--- src/rtl/ibex_dummy_instr_tracker_pkg.sv ---
// ibex_dummy_instr_tracker_pkg: dummy instruction types, encoding constants and encoder shared with the IF inserter
package ibex_dummy_instr_tracker_pkg;
  typedef enum logic [1:0] {
    DummyAdd  = 2'd0,
    DummyMul  = 2'd1,
    DummyMulh = 2'd2,
    DummyAnd  = 2'd3
  } dummy_instr_e;
  localparam logic [6:0] DummyOpcode    = 7'h33;
  localparam logic [6:0] DummyFunct7Add = 7'h00;
  localparam logic [6:0] DummyFunct7Mul = 7'h01;
  localparam logic [2:0] DummyFunct3Add  = 3'b000;
  localparam logic [2:0] DummyFunct3Mul  = 3'b000;
  localparam logic [2:0] DummyFunct3Mulh = 3'b001;
  localparam logic [2:0] DummyFunct3And  = 3'b111;
  function automatic logic [31:0] dummy_encode(dummy_instr_e t, logic [4:0] rs1, logic [4:0] rs2);
    logic [6:0] f7;
    logic [2:0] f3;
    f7 = (t == DummyMul || t == DummyMulh) ? DummyFunct7Mul : DummyFunct7Add;
    f3 = t == DummyMulh ? DummyFunct3Mulh : t == DummyAnd ? DummyFunct3And :
         t == DummyMul  ? DummyFunct3Mul  : DummyFunct3Add;
    return {f7, rs2, rs1, f3, 5'h00, DummyOpcode};
  endfunction
endpackage

--- src/rtl/ibex_dummy_instr_tracker_if.sv ---
// ibex_dummy_instr_tracker_if: IF insert / ID completion side signals of the dummy tracker
interface ibex_dummy_instr_tracker_if
  import ibex_dummy_instr_tracker_pkg::*;
#(parameter int unsigned CntWidth = 32);
  logic                insert_accept_i;
  logic [31:0]         insert_data_i;
  logic                id_done_i;
  logic                id_is_dummy_i;
  logic [31:0]         id_instr_i;
  logic                flush_i;
  logic                cnt_clr_i;
  dummy_instr_e        dummy_type_o;
  logic                dummy_legal_o;
  logic [CntWidth-1:0] retired_cnt_o;
  logic                inflight_empty_o;
  logic                alert_o;
  logic [3:0]          err_o;
  modport master (
    output insert_accept_i, insert_data_i, id_done_i, id_is_dummy_i, id_instr_i, flush_i, cnt_clr_i,
    input  dummy_type_o, dummy_legal_o, retired_cnt_o, inflight_empty_o, alert_o, err_o
  );
  modport slave (
    input  insert_accept_i, insert_data_i, id_done_i, id_is_dummy_i, id_instr_i, flush_i, cnt_clr_i,
    output dummy_type_o, dummy_legal_o, retired_cnt_o, inflight_empty_o, alert_o, err_o
  );
endinterface

--- src/rtl/ibex_dummy_instr_decode.sv ---
// ibex_dummy_instr_decode: combinational legality and type decode of a dummy instruction word
module ibex_dummy_instr_decode
  import ibex_dummy_instr_tracker_pkg::*;
(
  input  logic [31:0]  instr_i,
  output logic         legal_o,
  output dummy_instr_e type_o
);
  logic is_add, is_mul, is_mulh, is_and;
  // rs1/rs2 are free, so re-encode each type with the word's own source registers
  assign is_add  = instr_i == dummy_encode(DummyAdd,  instr_i[19:15], instr_i[24:20]);
  assign is_mul  = instr_i == dummy_encode(DummyMul,  instr_i[19:15], instr_i[24:20]);
  assign is_mulh = instr_i == dummy_encode(DummyMulh, instr_i[19:15], instr_i[24:20]);
  assign is_and  = instr_i == dummy_encode(DummyAnd,  instr_i[19:15], instr_i[24:20]);
  assign legal_o = is_add | is_mul | is_mulh | is_and;
  assign type_o  = is_mul ? DummyMul : is_mulh ? DummyMulh : is_and ? DummyAnd : DummyAdd;
endmodule

--- src/rtl/ibex_dummy_instr_tracker.sv ---
// ibex_dummy_instr_tracker: tracks dummy instructions from IF to ID completion, flags tampering, counts retirements
module ibex_dummy_instr_tracker
  import ibex_dummy_instr_tracker_pkg::*;
#(
  parameter int unsigned FifoDepth = 2,
  parameter int unsigned CntWidth  = 32
) (
  input logic clk_i,
  input logic rst_ni,
  ibex_dummy_instr_tracker_if.slave bus
);
  localparam int unsigned PtrW = FifoDepth > 1 ? $clog2(FifoDepth) : 1;
  localparam int unsigned OccW = $clog2(FifoDepth + 1);
  localparam logic [PtrW-1:0] LastPtr = PtrW'(FifoDepth - 1);
  logic [31:0]         mem_q [FifoDepth];
  logic [PtrW-1:0]     rd_q, wr_q;
  logic [OccW-1:0]     occ_q;
  logic [CntWidth-1:0] ret_q;
  logic [3:0]          err_q, err_ev;
  logic                alert_q, legal, empty, full, push_req, pop_req, pop_ok, push_ok, retire;
  ibex_dummy_instr_decode u_dec (
    .instr_i(bus.id_instr_i),
    .legal_o(legal),
    .type_o (bus.dummy_type_o)
  );
  assign empty    = occ_q == '0;
  assign full     = occ_q == OccW'(FifoDepth);
  assign push_req = bus.insert_accept_i & ~bus.flush_i;
  assign pop_req  = bus.id_done_i & bus.id_is_dummy_i & ~bus.flush_i;
  assign pop_ok   = pop_req & ~empty;
  // a same-cycle pop frees the slot, so a full FIFO still accepts the push
  assign push_ok  = push_req & (~full | pop_ok);
  assign err_ev   = {pop_ok & (mem_q[rd_q] != bus.id_instr_i), pop_ok & ~legal,
                     push_req & full & ~pop_ok, pop_req & empty};
  assign retire   = pop_ok & ~|err_ev[3:2];
  always_ff @(posedge clk_i or negedge rst_ni) begin
    if (!rst_ni) begin
      rd_q    <= '0;
      wr_q    <= '0;
      occ_q   <= '0;
      ret_q   <= '0;
      err_q   <= '0;
      alert_q <= 1'b0;
    end else begin
      if (bus.flush_i) begin
        rd_q  <= '0;
        wr_q  <= '0;
        occ_q <= '0;
      end else begin
        if (push_ok) wr_q <= wr_q == LastPtr ? '0 : wr_q + 1'b1;
        if (pop_ok) rd_q <= rd_q == LastPtr ? '0 : rd_q + 1'b1;
        occ_q <= occ_q + OccW'(push_ok) - OccW'(pop_ok);
      end
      ret_q   <= bus.cnt_clr_i ? '0 : ret_q + CntWidth'(retire & ~&ret_q);
      err_q   <= err_q | err_ev;
      alert_q <= |err_ev;
    end
  end
  always_ff @(posedge clk_i) if (push_ok) mem_q[wr_q] <= bus.insert_data_i;
  assign bus.dummy_legal_o    = legal;
  assign bus.retired_cnt_o    = ret_q;
  assign bus.inflight_empty_o = empty;
  assign bus.alert_o          = alert_q;
  assign bus.err_o            = err_q;
endmodule

--- src/flat_wrapper.sv ---
// flat-port wrapper written by rule: the top's interface ports become plain ports
module ibex_dummy_instr_tracker_flat import ibex_dummy_instr_tracker_pkg::*;
#(
  parameter int unsigned FifoDepth = 2,
  parameter int unsigned CntWidth  = 32
)
  (clk_i, rst_ni, bus_insert_accept_i, bus_insert_data_i, bus_id_done_i, bus_id_is_dummy_i, bus_id_instr_i, bus_flush_i, bus_cnt_clr_i, bus_dummy_type_o, bus_dummy_legal_o, bus_retired_cnt_o, bus_inflight_empty_o, bus_alert_o, bus_err_o);
  ibex_dummy_instr_tracker_if #(.CntWidth(CntWidth)) bus_i ();
  input logic clk_i;
  input logic rst_ni;
  input wire logic [$bits(bus_i.insert_accept_i)-1:0] bus_insert_accept_i;
  input wire logic [$bits(bus_i.insert_data_i)-1:0] bus_insert_data_i;
  input wire logic [$bits(bus_i.id_done_i)-1:0] bus_id_done_i;
  input wire logic [$bits(bus_i.id_is_dummy_i)-1:0] bus_id_is_dummy_i;
  input wire logic [$bits(bus_i.id_instr_i)-1:0] bus_id_instr_i;
  input wire logic [$bits(bus_i.flush_i)-1:0] bus_flush_i;
  input wire logic [$bits(bus_i.cnt_clr_i)-1:0] bus_cnt_clr_i;
  output wire logic [$bits(bus_i.dummy_type_o)-1:0] bus_dummy_type_o;
  output wire logic [$bits(bus_i.dummy_legal_o)-1:0] bus_dummy_legal_o;
  output wire logic [$bits(bus_i.retired_cnt_o)-1:0] bus_retired_cnt_o;
  output wire logic [$bits(bus_i.inflight_empty_o)-1:0] bus_inflight_empty_o;
  output wire logic [$bits(bus_i.alert_o)-1:0] bus_alert_o;
  output wire logic [$bits(bus_i.err_o)-1:0] bus_err_o;
  assign bus_i.insert_accept_i = bus_insert_accept_i;
  assign bus_i.insert_data_i = bus_insert_data_i;
  assign bus_i.id_done_i = bus_id_done_i;
  assign bus_i.id_is_dummy_i = bus_id_is_dummy_i;
  assign bus_i.id_instr_i = bus_id_instr_i;
  assign bus_i.flush_i = bus_flush_i;
  assign bus_i.cnt_clr_i = bus_cnt_clr_i;
  assign bus_dummy_type_o = bus_i.dummy_type_o;
  assign bus_dummy_legal_o = bus_i.dummy_legal_o;
  assign bus_retired_cnt_o = bus_i.retired_cnt_o;
  assign bus_inflight_empty_o = bus_i.inflight_empty_o;
  assign bus_alert_o = bus_i.alert_o;
  assign bus_err_o = bus_i.err_o;
  ibex_dummy_instr_tracker #(.FifoDepth(FifoDepth), .CntWidth(CntWidth)) u_core (.clk_i(clk_i), .rst_ni(rst_ni), .bus(bus_i));
endmodule
--- config.mk ---
export PLATFORM = sky130hd
export DESIGN_NAME = ibex_dummy_instr_tracker_flat
export DESIGN_NICKNAME = d
export VERILOG_FILES = /design/src/rtl/ibex_dummy_instr_tracker_pkg.sv /design/src/rtl/ibex_dummy_instr_tracker_if.sv /design/src/rtl/ibex_dummy_instr_decode.sv /design/src/rtl/ibex_dummy_instr_tracker.sv /design/src/flat_wrapper.sv
export SDC_FILE = /design/constraint.sdc
export NUM_CORES = 1
export LEC_CHECK = 0
export CAP_MARGIN = 30
export CORE_MARGIN = 10
export CORE_UTILIZATION = 54
export CTS_CLUSTER_SIZE = 30
export DETAILED_ROUTE_END_ITERATION = 8
export HOLD_SLACK_MARGIN = 0.03
export PLACE_DENSITY = 0.87
export SETUP_SLACK_MARGIN = 0.3
export SLEW_MARGIN = 20
export SYNTH_ARGS = -nofsm -noshare
export SYNTH_HDL_FRONTEND = slang
export SYNTH_SLANG_ARGS = --single-unit
--- constraint.sdc ---
create_clock -name clk_i -period 4.85 [get_ports clk_i]
set_input_delay 0.485 -clock clk_i [delete_from_list [all_inputs] [get_ports clk_i]]
set_output_delay 0.485 -clock clk_i [all_outputs]
set_load 0.02 [all_outputs]
* After elaboration in Yosys (flattened, before gate mapping) *
Memories as Yosys holds them, arrays and structs flattened.
Index checks and enable logic that the tools add are counted.

word-level totals
  bits in registers = 41
  latch bits = 0
  RAM bits = 64
  memory bits (read-only) = 0
  bits of input ports = 71
  output and inout bits = 41
  memories kept = 1

memories
  memory        depth  width  rd ports  clocked after Yosys merged registers in  write ports  line                            source
  u_core.mem_q  2      32     1         0                                        1            ibex_dummy_instr_tracker.sv:15  logic [31:0] mem_q [FifoDepth];

cells by class
  $add $sub $neg = 5
  $mul = 0
  div/mod/pow operators = 0
  order comparisons = 0
  equal/unequal tests = 6
  shifts and indexed selects = 0
  muxes and demuxes = 13
  bitwise logic cells = 22
  reductions and logical operators = 8

operators with widths
  cell                  count
  $eq 22x16->1 const B  2
  $add 32x32->32        1
  $mux 32               1
  $ne 32x32->1          1
  $reduce_and 32->1     1
  $eq 22x15->1 const B  1
  $eq 22x6->1 const B   1
  $and 1x1->1           12
  $mux 1                8
  $mux 2                4
  $not 1->1             5
  $or 1x1->1            4
  $or 4x4->4            1
  $reduce_bool 2->1     2
  $reduce_or 4->1       1
  $add 1x1->1 const B   2
  $add 2x1->2           1
  $eq 2x2->1 const B    1
  $logic_not 1->1       2
  $logic_not 2->1       1
  $reduce_or 2->1       1
  $sub 2x1->2           1

* Longest topological paths before layout *
Gate-level depths: netlist (run 1).

  depth in word-level cells = 12
  mapped depth = 16

* By module *
From an unflattened synthesis (run 1), not the netlist that was laid out.

unflattened totals
  cells, all modules = 364
  area, all modules = 4,778.3 um^2

modules (own cells, without submodules)
  module                    times used  cells an instance  area an instance (um^2)  seq. area each (um^2)
  ibex_dummy_instr_tracker  1           346                4,655.7                  2,947.8
  ibex_dummy_instr_decode   1           18                 122.6                    0.0

* Worst setup path before layout (run 1) *
Ideal clock, no wire load.

  path type = register to register
  start point = register u_core.rd_q
  end point = register u_core.ret_q[26], in the netlist u_core.bus.retired_cnt_o[26]
  data arrival time = 3.049 ns
  required time = 4.772 ns
  slack = 1.723 ns
  stages on the path, launching flop included = 16
  path through = dfrtp_1 > buf_6 > buf_2 > mux2i_1 > xnor2_1 > nor4_1 > nand4_1 > nor2_1 > and4_1 > ha_1 > ha_1 > nand4_1 > nor4_4 > nand2_1 > or3_1 > a21oi_1

between the ends
  cells in the longest elaborated chain, start to end = 9

ends and longest elaborated chain
  element                 line                            source
  from (decl)             ibex_dummy_instr_tracker.sv:16  logic [PtrW-1:0] rd_q, wr_q;
  from (signal assigned)  ibex_dummy_instr_tracker.sv:51  if (pop_ok) rd_q <= rd_q == LastPtr ? '0 : rd_q + 1'b1;
  $mem_v2 2x32            -
  $ne 32x32->1            ibex_dummy_instr_tracker.sv:33  assign err_ev = {pop_ok & (mem_q[rd_q] != bus.id_instr_i), pop_ok & ~legal,
  $and 1x1->1             ibex_dummy_instr_tracker.sv:33
  $reduce_or 2->1         ibex_dummy_instr_tracker.sv:35  assign retire = pop_ok & ~|err_ev[3:2];
  $logic_not 1->1         ibex_dummy_instr_tracker.sv:35
  $and 1x1->1             ibex_dummy_instr_tracker.sv:35
  $and 1x1->1             ibex_dummy_instr_tracker.sv:54  ret_q <= bus.cnt_clr_i ? '0 : ret_q + CntWidth'(retire & ~&ret_q);
  $add 32x32->32          ibex_dummy_instr_tracker.sv:54
  $mux 32                 ibex_dummy_instr_tracker.sv:54
  to (signal assigned)    ibex_dummy_instr_tracker.sv:54
  to (decl)               ibex_dummy_instr_tracker.sv:18  logic [CntWidth-1:0] ret_q;

Every way passes these cells.
A chain may end at the register's enable or synchronous reset.

* Worst setup path in the final report (run 1) *
Same ends and word-level chain as after synthesis.

==> flow_metrics.env, run 1 <==
export IMPL_outcome="finished clean"
export IMPL_maxSlewViolCount=0
export IMPL_cts_setup_buffers=0
export IMPL_track_usage_pct=18.2
export IMPL_crit_path_max_fanout=23
export IMPL_p_leak_nw=2.20
export IMPL_area_growth_pct=31.2
export IMPL_core_area_mm2=0.00864
export IMPL_clk_transition_reported_paths_ns=0.10
export IMPL_worst_slew_pin_slew_ns=0.697
export IMPL_seq_area_mm2=0.00295
export IMPL_place_gp_congestion=0.818
export IMPL_cpMaxStageDelayCell="dfrtp_2"
export IMPL_io_pins=112
export IMPL_synth_edf_count=64
export IMPL_synth_warnings=0
export IMPL_synth_async_reset_ratio_pct=39.0
export IMPL_cp_start_kind="register"
export IMPL_cp_depth=14
export IMPL_start_util_pct=55.1
export IMPL_cts_tree="done"
export IMPL_fin_worst_skew_ns=0.0135
export IMPL_root_buffer="clkbuf_8"
export IMPL_instances_no_fill=593
export IMPL_cp_data_arrival_time_ns=4.27
export IMPL_finalNetCount=555
export IMPL_drc_errors=0
export IMPL_yosysSeqAreaShare_pct=62.0
export IMPL_drt_total_wl_um=11700
export IMPL_peakVddDrop_v=0.000185
export IMPL_crit_family="simple AND/OR/NAND/NOR gates"
export IMPL_hp_class="in -> async"
export IMPL_fp_dieW_um=114
export IMPL_ys_flop_type="edfxtp_1"
export IMPL_period_needed_ns=3.99
export IMPL_clock_latency_ns=0.36
export IMPL_rows=34
export IMPL_max_cap_violations=0
export IMPL_maxSlewHeadroom_pct=53.4
export IMPL_worst_path_buf_inv=1
export IMPL_hold_viol=0
export IMPL_cpPeakStageDelay_ns=0.58
export IMPL_cts_sinks=105
export IMPL_dieArea_mm2=0.0130
export IMPL_io_buffers=111
export IMPL_antenna_cells=0
export IMPL_n_fill_cell=545
export IMPL_ff2ff_path_depth=14
export IMPL_dp_hpwl_um=8570
export IMPL_powerDensity_mw_per_mm2=291
export IMPL_drt_pass1_iter_count=4
export IMPL_power_total_mw=1.81
export IMPL_finalCritPeriodShare_pct=82.2
export IMPL_multi_input_area_mm2=0.00173
export IMPL_vias_per_cell=5.50
export IMPL_grt_max_degree=42
export IMPL_drive_above_1_share_pct=7.01
export IMPL_finalSetupViolations=0
export IMPL_grt_first_pass_wirelength_um=18600
export IMPL_synth_avg_cell_area_um2=13.2
export IMPL_clock_path_buffers=2
export IMPL_htree_levels=3
export IMPL_ant_nets=0
export IMPL_fp_dieH_um=114
export IMPL_fmax_mhz=251
export IMPL_rsz0062_at_grt="false"
export IMPL_globalRouteOverflowTotal=0
export IMPL_grt_pass1_vias=3478
export IMPL_drtIter0Drc=213
export IMPL_crit_type="reg -> reg"
export IMPL_wl_per_cell_um=19.8
export IMPL_route_vias_total=3262
export IMPL_synthesis_nets=435
export IMPL_cp_cell_sequence="buf_12 -> mux2i_1 -> xnor2_1 -> nor4_1 -> nand4_1 -> nor2_1 -> and4_1 -> ha_1 -> ha_1 -> nand4_1 -> nor4_4 -> nand2_1 -> or3_1 -> a21oi_1"
export IMPL_yosysUniqueCellTypes=41
export IMPL_finalSetupTns_ns=0
export IMPL_netlist_area_mm2=0.00476
export IMPL_cts_buffers=9
export IMPL_synth_seq_cells=105
export IMPL_required_ns=5.14
export IMPL_synth_cells=360
export IMPL_dp_cells=573
export IMPL_antenna_found_initial=0
export IMPL_fin_util_pct=72.3
export IMPL_worst_setup_path_end_kind="register"
==> placed cells by master, fill, tap and decap left out, types with 9 or more instances in the layout <==
master / n
nand2_1: 15
edfxtp_1: 64
xor2_1: 18
dfrtp_1: 40
xnor2_1: 43
mux2i_1: 32
clkbuf_8: 9
nand3_1: 14
nor4_1: 11
nor2_1: 38
nand4_1: 11
clkdlybuf4s50_1: 110
==> power breakdown <==
group          leakage (nW)  internal (mW)  total (mW)  switching [mW]
sequential             1.14          0.993        1.01          0.0195
combinational         0.965          0.133       0.249           0.117
clock                0.0977          0.244       0.552           0.308
==> layout make-up <==
| class | count | share of cell area (%) |
|---|---|---|
| Clock buffer | 9 | 1.98 |
| Clock inverter | 7 | 1.26 |
| Inverter | 7 | 0.421 |
| Multi-Input combinational cell | 240 | 27.7 |
| Sequential cell | 105 | 47.3 |
| Tap cell | 108 | 2.17 |
| Timing Repair Buffer | 117 | 19.2 |
==> flip-flops by register name, indices dropped and copies added, names as in the netlist <==
register,count
u_core.bus.err_o,4
u_core.bus.alert_o,1
u_core.bus.retired_cnt_o,32
u_core.mem_q,64
u_core.wr_q,1
u_core.rd_q,1
u_core.occ_q,2
==> timing repair <==
item | 4_1_cts | 5_1_grt
gates resized for setup | 0 | 0
endpoints found under the setup margin | 0 | 0
hold buffers | 0 | 1
hold endpoints to repair | 0 | 7
==> synth_stat cells, types with 3 or more instances <==
cell / n / area share [%]
nand2_1: 15 / 1.2
dfrtp_1: 41 / 22
o21ai_0: 7 / 0.74
clkbuf_1: 3 / 0.24
ha_1: 4 / 1.1
inv_1: 7 / 0.55
or3_1: 7 / 0.92
edfxtp_1: 64 / 40
mux2i_1: 32 / 6.7
nor2b_1: 7 / 0.92
buf_6: 4 / 0.95
a21oi_1: 5 / 0.53
nor4_1: 11 / 1.4
nand3_1: 14 / 1.5
nand4_1: 11 / 1.4
nor2_1: 38 / 3.0
xnor2_1: 43 / 7.9
xor2_1: 18 / 3.3
==> path summary, 6_finish.rpt <==
kind	from	end	slack, ns
setup / recovery	u_core.rd_q	u_core.bus.retired_cnt_o[26]	0.86
hold / removal	rst_ni	u_core.bus.retired_cnt_o[9]	0.48
setup reg to reg	u_core.rd_q	u_core.bus.retired_cnt_o[26]	0.86
hold reg to reg	u_core.bus.err_o[0]	u_core.bus.err_o[0]	0.48
max in group asynchronous	rst_ni	u_core.rd_q	3.91
min in group clk_i	u_core.bus.err_o[0]	u_core.bus.err_o[0]	0.48
==> metal layers <==
| metal | up-vias | wire (µm) | part of all wire (%) | track usage, % |
|---|---|---|---|---|
| li1 | 1541 | - | - | - |
| met3 | 10 | 1070 | 9.1 | 7.35 |
| met2 | 124 | 5610 | 48 | 29.5 |
| met1 | 1587 | 4960 | 42 | 22.4 |
| met4 | 0 | 93 | 0.79 | 4.34 |
| met5 | - | 0 | 0 | 0 |
==> through the flow <==
stage	setup WS, ns	cell area, µm²	hold WS (ns)
after global routing	0.424	6240	0.485
after detailed placement	0.603	5970	0.463
after CTS	0.458	6170	0.265
after floorplan	1.72	4760	0.189
final	0.861	6240	0.483
after global placement	0.752	5950	0.442
==> worst register-to-register path: stages, from the launching register on <==
cell     delay, ns
dfrtp_2       0.58
buf_12        0.25
mux2i_1       0.27
xnor2_1       0.10
nor4_1        0.33
nand4_1       0.15
nor2_1        0.26
and4_1        0.25
ha_1          0.19
ha_1          0.23
nand4_1       0.25
nor4_4        0.37
nand2_1       0.18
or3_1         0.33
a21oi_1       0.16
==> kinds of logic after synthesis <==
kind of cell,after synthesis,share of synthesized area [%]
AOI/OAI and AO/OA,18,2.31
muxes,32,6.73
buffers and inverters,15,1.84
and+or+nand+nor,125,14.9
DFF,105,62.0
xor gates and xnor gates,61,11.2
adders and majority gates,4,1.05
Power figures use the tool's default switching activity.
==> run 2: changes to the inputs <==
CORE_UTILIZATION = 50   (was 54)
PLACE_DENSITY = 0.81   (was 0.87)
clock period = 4 ns   (was 4.85 ns; I/O delays follow)
==> run 2 against run 1 <==
Global-route usage is 1.4 points lower. First-iteration DRC count is 10% higher. Largest power group unchanged. Largest cell class unchanged. Core utilization is 2.3 points lower. Highest routed layer unchanged. Final cell count is 5.9% higher. Count of clock-buffer cells in the layout is 1 higher. Sequential share of layout area is 1.7 points lower. Setup slack worse by 0.36 ns. Sequential cell count stayed put.
==> flow_metrics.env, run 2 (synthesized netlist as in run 1, its figures left out) <==
export IMPL_root_buffer="clkbuf_8"
export IMPL_maxSlewViolCount=0
export IMPL_peakVddDrop_v=0.000169
export IMPL_period_needed_ns=3.50
export IMPL_track_usage_pct=16.8
export IMPL_place_gp_congestion=0.866
export IMPL_antenna_cells=0
export IMPL_worst_path_buf_inv=3
export IMPL_outcome="finished clean"
export IMPL_grt_max_degree=42
export IMPL_hp_class="in -> async"
export IMPL_globalRouteOverflowTotal=0
export IMPL_final_common_cell="clkdlybuf4s50_1"
export IMPL_cpMaxStageDelayCell="dfrtp_2"
export IMPL_start_util_pct=51.5
export IMPL_io_buffers=111
export IMPL_dp_hpwl_um=8570
export IMPL_finalSetupTns_ns=0
export IMPL_cp_cell_sequence="buf_12 -> clkbuf_16 -> mux2i_1 -> xnor2_1 -> nor4_2 -> nand4_1 -> nor2_2 -> and4_1 -> ha_4 -> ha_4 -> nand4_1 -> nor4_4 -> buf_4 -> nand3_2 -> xnor2_1 -> nor2b_2"
export IMPL_instances_no_fill=628
export IMPL_n_fill_cell=679
export IMPL_vias_per_cell=5.26
export IMPL_largest_reg_flops=64
export IMPL_drtIter0Drc=235
export IMPL_cpPeakStageDelay_ns=0.51
export IMPL_fp_dieH_um=118
export IMPL_required_ns=4.26
export IMPL_powerDensity_mw_per_mm2=336
export IMPL_max_cap_violations=0
export IMPL_dieArea_mm2=0.0138
export IMPL_finalNetCount=569
export IMPL_final_cell_mix="clkdlybuf4s50_1, edfxtp_1, xnor2_1, dfrtp_1, nor2_1"
export IMPL_finalSetupViolations=0
export IMPL_area_growth_pct=36.0
export IMPL_wl_met1_um=5230
export IMPL_largest_register="u_core.mem_q"
export IMPL_ff2ff_setup_slack_ns=0.50
export IMPL_cts_sinks=105
export IMPL_wl_per_cell_um=19.1
export IMPL_clock_path_buffers=2
export IMPL_worst_slew_pin_slew_ns=0.582
export IMPL_ant_nets=0
export IMPL_maxSlewHeadroom_pct=60.9
export IMPL_cp_start_kind="register"
export IMPL_grt_pass1_vias=3574
export IMPL_cp_data_arrival_time_ns=3.76
export IMPL_clock_latency_ns=0.37
export IMPL_fp_dieW_um=118
export IMPL_io_pins=112
export IMPL_worst_setup_path_end_kind="register"
export IMPL_htree_levels=3
export IMPL_route_vias_total=3304
export IMPL_grt_first_pass_wirelength_um=18800
export IMPL_wl_met3_um=951
export IMPL_fin_worst_skew_ns=0.0180
export IMPL_p_leak_nw=2.29
export IMPL_hold_viol=0
export IMPL_cts_buffers=9
export IMPL_drive_above_1_share_pct=12.4
export IMPL_route_met2_wl_um=5650
export IMPL_fmax_mhz=286
export IMPL_crit_type="reg -> reg"
export IMPL_finalCritPeriodShare_pct=87.4
export IMPL_antenna_found_initial=0
export IMPL_rows=35
export IMPL_rsz0062_at_grt="true"
export IMPL_crit_family="simple AND/OR/NAND/NOR gates"
export IMPL_dp_cells=602
export IMPL_core_area_mm2=0.00924
export IMPL_drt_pass1_iter_count=4
export IMPL_cts_tree="done"
export IMPL_drc_errors=0
export IMPL_top_layer="met4"
export IMPL_drt_total_wl_um=12000
export IMPL_crit_path_max_fanout=11
export IMPL_clk_transition_reported_paths_ns=0.11
run 2: changes by cell type in the layout (fill, tap and decap cells not counted), moves of 3 or more:
cell     delta
nor4_2      +3
buf_4      +11
mux2i_1     -5
nor4_1      -3
mux2i_2     +5
run 2: metrics by stage:
step / hold WS, ns / util (%) / total power, mW / cell area, µm² / worst slack, ns
final: 0.420 / 70.0 / 2.17 / 6470 / 0.505
after global routing: 0.434 / 70.0 / 2.27 / 6470 / 0.252
after CTS: 0.178 / 67.7 / 2.17 / 6260 / 0.374
after detailed placement: 0.456 / 65.6 / 1.55 / 6060 / 0.302
after global placement: 0.448 / 65.4 / 1.54 / 6050 / 0.380
after floorplan: 0.104 / - / 1.38 / 4760 / 0.873
run 2: power breakdown:
part | total, mW | switching, mW | internal (mW)
Clock | 0.626 | 0.384 | 0.242
Sequential | 1.23 | 0.0222 | 1.20
Combinational | 0.323 | 0.150 | 0.173
run 2: worst reg2reg max path: stages (launching register included):
cell,delay (ns)
dfrtp_2,0.51
buf_12,0.14
clkbuf_16,0.17
mux2i_1,0.22
xnor2_1,0.10
nor4_2,0.29
nand4_1,0.19
nor2_2,0.21
and4_1,0.25
ha_4,0.16
ha_4,0.14
nand4_1,0.15
nor4_4,0.31
buf_4,0.20
nand3_2,0.08
xnor2_1,0.13
nor2b_2,0.15
run 2: timing repair:
| item | in CTS | in global routing |
|---|---|---|
| gates cloned | 0 | 2 |
| buffers inserted | 1 | 5 |
| hold buffers | 0 | 1 |
| pin swaps | 1 | 9 |
| resized for setup | 1 | 17 |
| hold endpoints to repair | 0 | 9 |
| endpoints found under the setup margin | 4 | 23 |
run 2: cell type report:
type                            count  area [µm²]  share of cell area [%]
Inverter                            7        26.3                   0.406
Timing Repair Buffer              131        1340                    20.8
Multi-Input combinational cell    240        1800                    27.9
Clock buffer                       10         128                    1.97
Tap cell                          129         161                    2.50
Sequential cell                   105        2950                    45.6
Clock inverter                      6        57.6                   0.890
run 2: worst paths after layout:
| check | from | end | depth (start not counted) |
|---|---|---|---|
| hold reg to reg | u_core.bus.err_o[0] | u_core.bus.err_o[0] | 1 |
| setup / recovery | u_core.rd_q | u_core.bus.retired_cnt_o[24] | 16 |
| setup reg to reg | u_core.rd_q | u_core.bus.retired_cnt_o[24] | 16 |
| min in group clk_i | u_core.bus.err_o[0] | u_core.bus.err_o[0] | 1 |
| max in group asynchronous | rst_ni | u_core.bus.retired_cnt_o[13] | 3 |
| hold / removal | rst_ni | u_core.occ_q[1] | 2 |
run 2: per-layer routing:
metal | vias up | track usage [%]
met5 | - | 0
met4 | 0 | 5.26
met3 | 14 | 6.67
met2 | 116 | 26.5
met1 | 1604 | 20.7
li1 | 1570 | -
==> run 3: changes to the inputs <==
ABC_AREA = 1   (was default)
CORE_UTILIZATION = 52   (was 50)
HOLD_SLACK_MARGIN = 0.15   (was 0.03)
PLACE_DENSITY = 0.82   (was 0.81)
==> run 3 against run 2 <==
Critical endpoint unchanged. Final area grew 5.5%. Highest routed layer unchanged. Sequential power is essentially flat. Critical path type unchanged. Maximum frequency grew 6.7%. Largest cell class unchanged. Routed wire length grew 17%.
==> flow_metrics.env, run 3 <==
export IMPL_max_cap_violations=0
export IMPL_crit_type="reg -> reg"
export IMPL_finalSetupTns_ns=0
export IMPL_yosysTopAreaCell="edfxtp_1"
export IMPL_core_area_mm2=0.0102
export IMPL_drt_total_wl_um=14000
export IMPL_rows=37
export IMPL_largest_register="u_core.mem_q"
export IMPL_cp_data_arrival_time_ns=3.57
export IMPL_grt_pass1_vias=4756
export IMPL_dp_hpwl_um=10300
export IMPL_io_pins=112
export IMPL_grt_max_degree=42
export IMPL_cts_sinks=105
export IMPL_p_leak_nw=3.08
export IMPL_yosysMostFrequentCell="nand2_1"
export IMPL_antenna_found_initial=0
export IMPL_synthTopCellsByCount="nand2_1, inv_1, edfxtp_1"
export IMPL_wl_per_cell_um=15.5
export IMPL_ys_flop_type="edfxtp_1"
export IMPL_hold_path_startpoint="u_core.bus.err_o[0]"
export IMPL_final_common_cell="nand2_1"
export IMPL_postLayoutSetupSlackWorst_ns=0.724
export IMPL_finalCritPeriodShare_pct=81.9
export IMPL_place_gp_congestion=0.920
export IMPL_drc_errors=0
export IMPL_drtIter0Drc=349
export IMPL_required_ns=4.29
export IMPL_yosysUniqueCellTypes=36
export IMPL_cts_buffers=9
export IMPL_hold_viol=0
export IMPL_crit_path_max_fanout=34
export IMPL_route_vias_total=4703
export IMPL_grt_first_pass_wirelength_um=22700
export IMPL_worst_slew_pin_slew_ns=0.791
export IMPL_htree_levels=3
export IMPL_drive_above_1_share_pct=5.35
export IMPL_globalRouteOverflowTotal=0
export IMPL_dp_slack_ns=0.562
export IMPL_r2r_end="u_core.bus.retired_cnt_o[24]"
export IMPL_synth_avg_cell_area_um2=8.37
export IMPL_ant_nets=0
export IMPL_synth_warnings=0
export IMPL_drt_pass1_iter_count=5
export IMPL_synth_seq_cells=105
export IMPL_powerDensity_mw_per_mm2=304
export IMPL_maxSlewHeadroom_pct=47.1
export IMPL_period_needed_ns=3.28
export IMPL_fin_util_pct=66.7
export IMPL_netlist_area_leader_share_pct=35.6
export IMPL_yosysSeqAreaShare_pct=54.6
export IMPL_outcome="finished clean"
export IMPL_synth_async_reset_ratio_pct=39.0
export IMPL_cts_tree="done"
export IMPL_vias_per_cell=5.21
export IMPL_maxSlewViolCount=0
export IMPL_fp_dieW_um=122
export IMPL_cp_start_kind="register"
export IMPL_fp_dieH_um=122
export IMPL_netlist_area_mm2=0.00540
export IMPL_finalSetupViolations=0
export IMPL_largest_reg_flops=64
export IMPL_track_usage_pct=19.0
export IMPL_clk_transition_reported_paths_ns=0.09
export IMPL_dieArea_mm2=0.0149
export IMPL_clock_latency_ns=0.37
export IMPL_timing_rr_start="u_core.rd_q"
export IMPL_start_util_pct=52.8
export IMPL_final_cell_mix="nand2_1, clkdlybuf4s50_1, inv_1, edfxtp_1, nor2_1"
export IMPL_clock_path_buffers=2
export IMPL_ff2ff_setup_slack_ns=0.72
export IMPL_rsz0062_at_grt="false"
export IMPL_antenna_cells=0
export IMPL_area_growth_pct=26.4
export IMPL_root_buffer="clkbuf_8"
export IMPL_netlist_top_cells_area="edfxtp_1, dfrtp_1, nand2_1, inv_1, nor2_1"
export IMPL_peakVddDrop_v=0.000155
export IMPL_fin_worst_skew_ns=0.00987
export IMPL_synth_cells=645
export IMPL_io_buffers=111
export IMPL_worst_setup_path_end_kind="register"
export IMPL_hp_class="reg -> reg"
export IMPL_synthesis_nets=720
export IMPL_fmax_mhz=305
export IMPL_finalNetCount=838
export IMPL_synth_edf_count=64
export IMPL_ff2ff_path_depth=21
export IMPL_crit_start="u_core.rd_q"
export IMPL_crit_path_end="u_core.bus.retired_cnt_o[24]"
-- run 3: cells by family after synthesis --
group / Yosys count / share of synthesized area (%)
AO/OA/AOI/OAI: 39 / 4.08
XOR/XNOR: 9 / 1.46
adder cells (fa/ha/maj): 4 / 0.927
buffers and inverters: 111 / 8.65
flip-flops: 105 / 54.6
AND/OR/NAND/NOR: 377 / 30.3
-- run 3: worst min path at each step --
stage,cells after the start,to,slack [ns]
after global placement,1,u_core.bus.err_o[0],0.46
after CTS,1,u_core.bus.retired_cnt_o[21],0.20
final,1,u_core.bus.err_o[0],0.48
after global routing,1,u_core.bus.err_o[0],0.50
after floorplan,0,u_core.bus.alert_o,0.10
after detailed placement,1,u_core.bus.err_o[0],0.46
-- run 3: final cells by class --
cell class / count / area (µm²)
clock buffer: 11 / 131
clock inverter: 4 / 21.3
fill: 814 / 3410
inverter: 101 / 384
multi-input combinational: 429 / 1990
sequential: 105 / 2950
tap: 136 / 170
timing repair buffer: 117 / 1180
-- run 3: timing repair --
action,CTS,global route
setup endpoints to repair,0,8
resized for setup,0,3
hold buffers,0,1
endpoints found under the hold margin,0,17
setup buffers,0,0
-- run 3: critical path: stages, from the launching register on --
cell and delay, ns:
dfrtp_2 0.46, inv_6 0.24, nand2_1 0.12, nand3_1 0.11, nand2_1 0.06, inv_1 0.04
nand2_1 0.05, nor2_1 0.15, nand2_1 0.07, nor2_1 0.17, nand4_1 0.13, nor2_1 0.13
ha_1 0.19, ha_1 0.19, nand2_2 0.10, nor2_4 0.14, inv_2 0.06, nor2_4 0.16
nand3_1 0.16, nor2_1 0.22, o21ai_0 0.11, a21oi_1 0.14
-- run 3: layer usage --
layer,vias up,part of all wire [%],track usage [%]
li1,2295,-,-
met1,2200,42,23.2
met2,182,49,32.1
met3,26,7.2,3.70
met4,0,2.0,8.05
met5,-,0,0
-- run 3: report_power, final --
part           internal [mW]  total [mW]  switching (mW)
Clock                  0.220       0.563           0.343
Sequential              1.20        1.21          0.0141
Combinational          0.136       0.303           0.167
Total                   1.55        2.08           0.524
-- run 3: per-stage QoR --
| step | power, mW | hold slack, ns | cells | instance area [µm²] |
|---|---|---|---|---|
| floorplan | 1.39 | 0.104 | 645 | 5400 |
| global placement | 1.52 | 0.457 | 886 | 6630 |
| detailed placement | 1.53 | 0.459 | 886 | 6630 |
| CTS | 2.08 | 0.202 | 901 | 6780 |
| global route | 2.16 | 0.499 | 903 | 6830 |
| finish | 2.08 | 0.476 | 903 | 6830 |
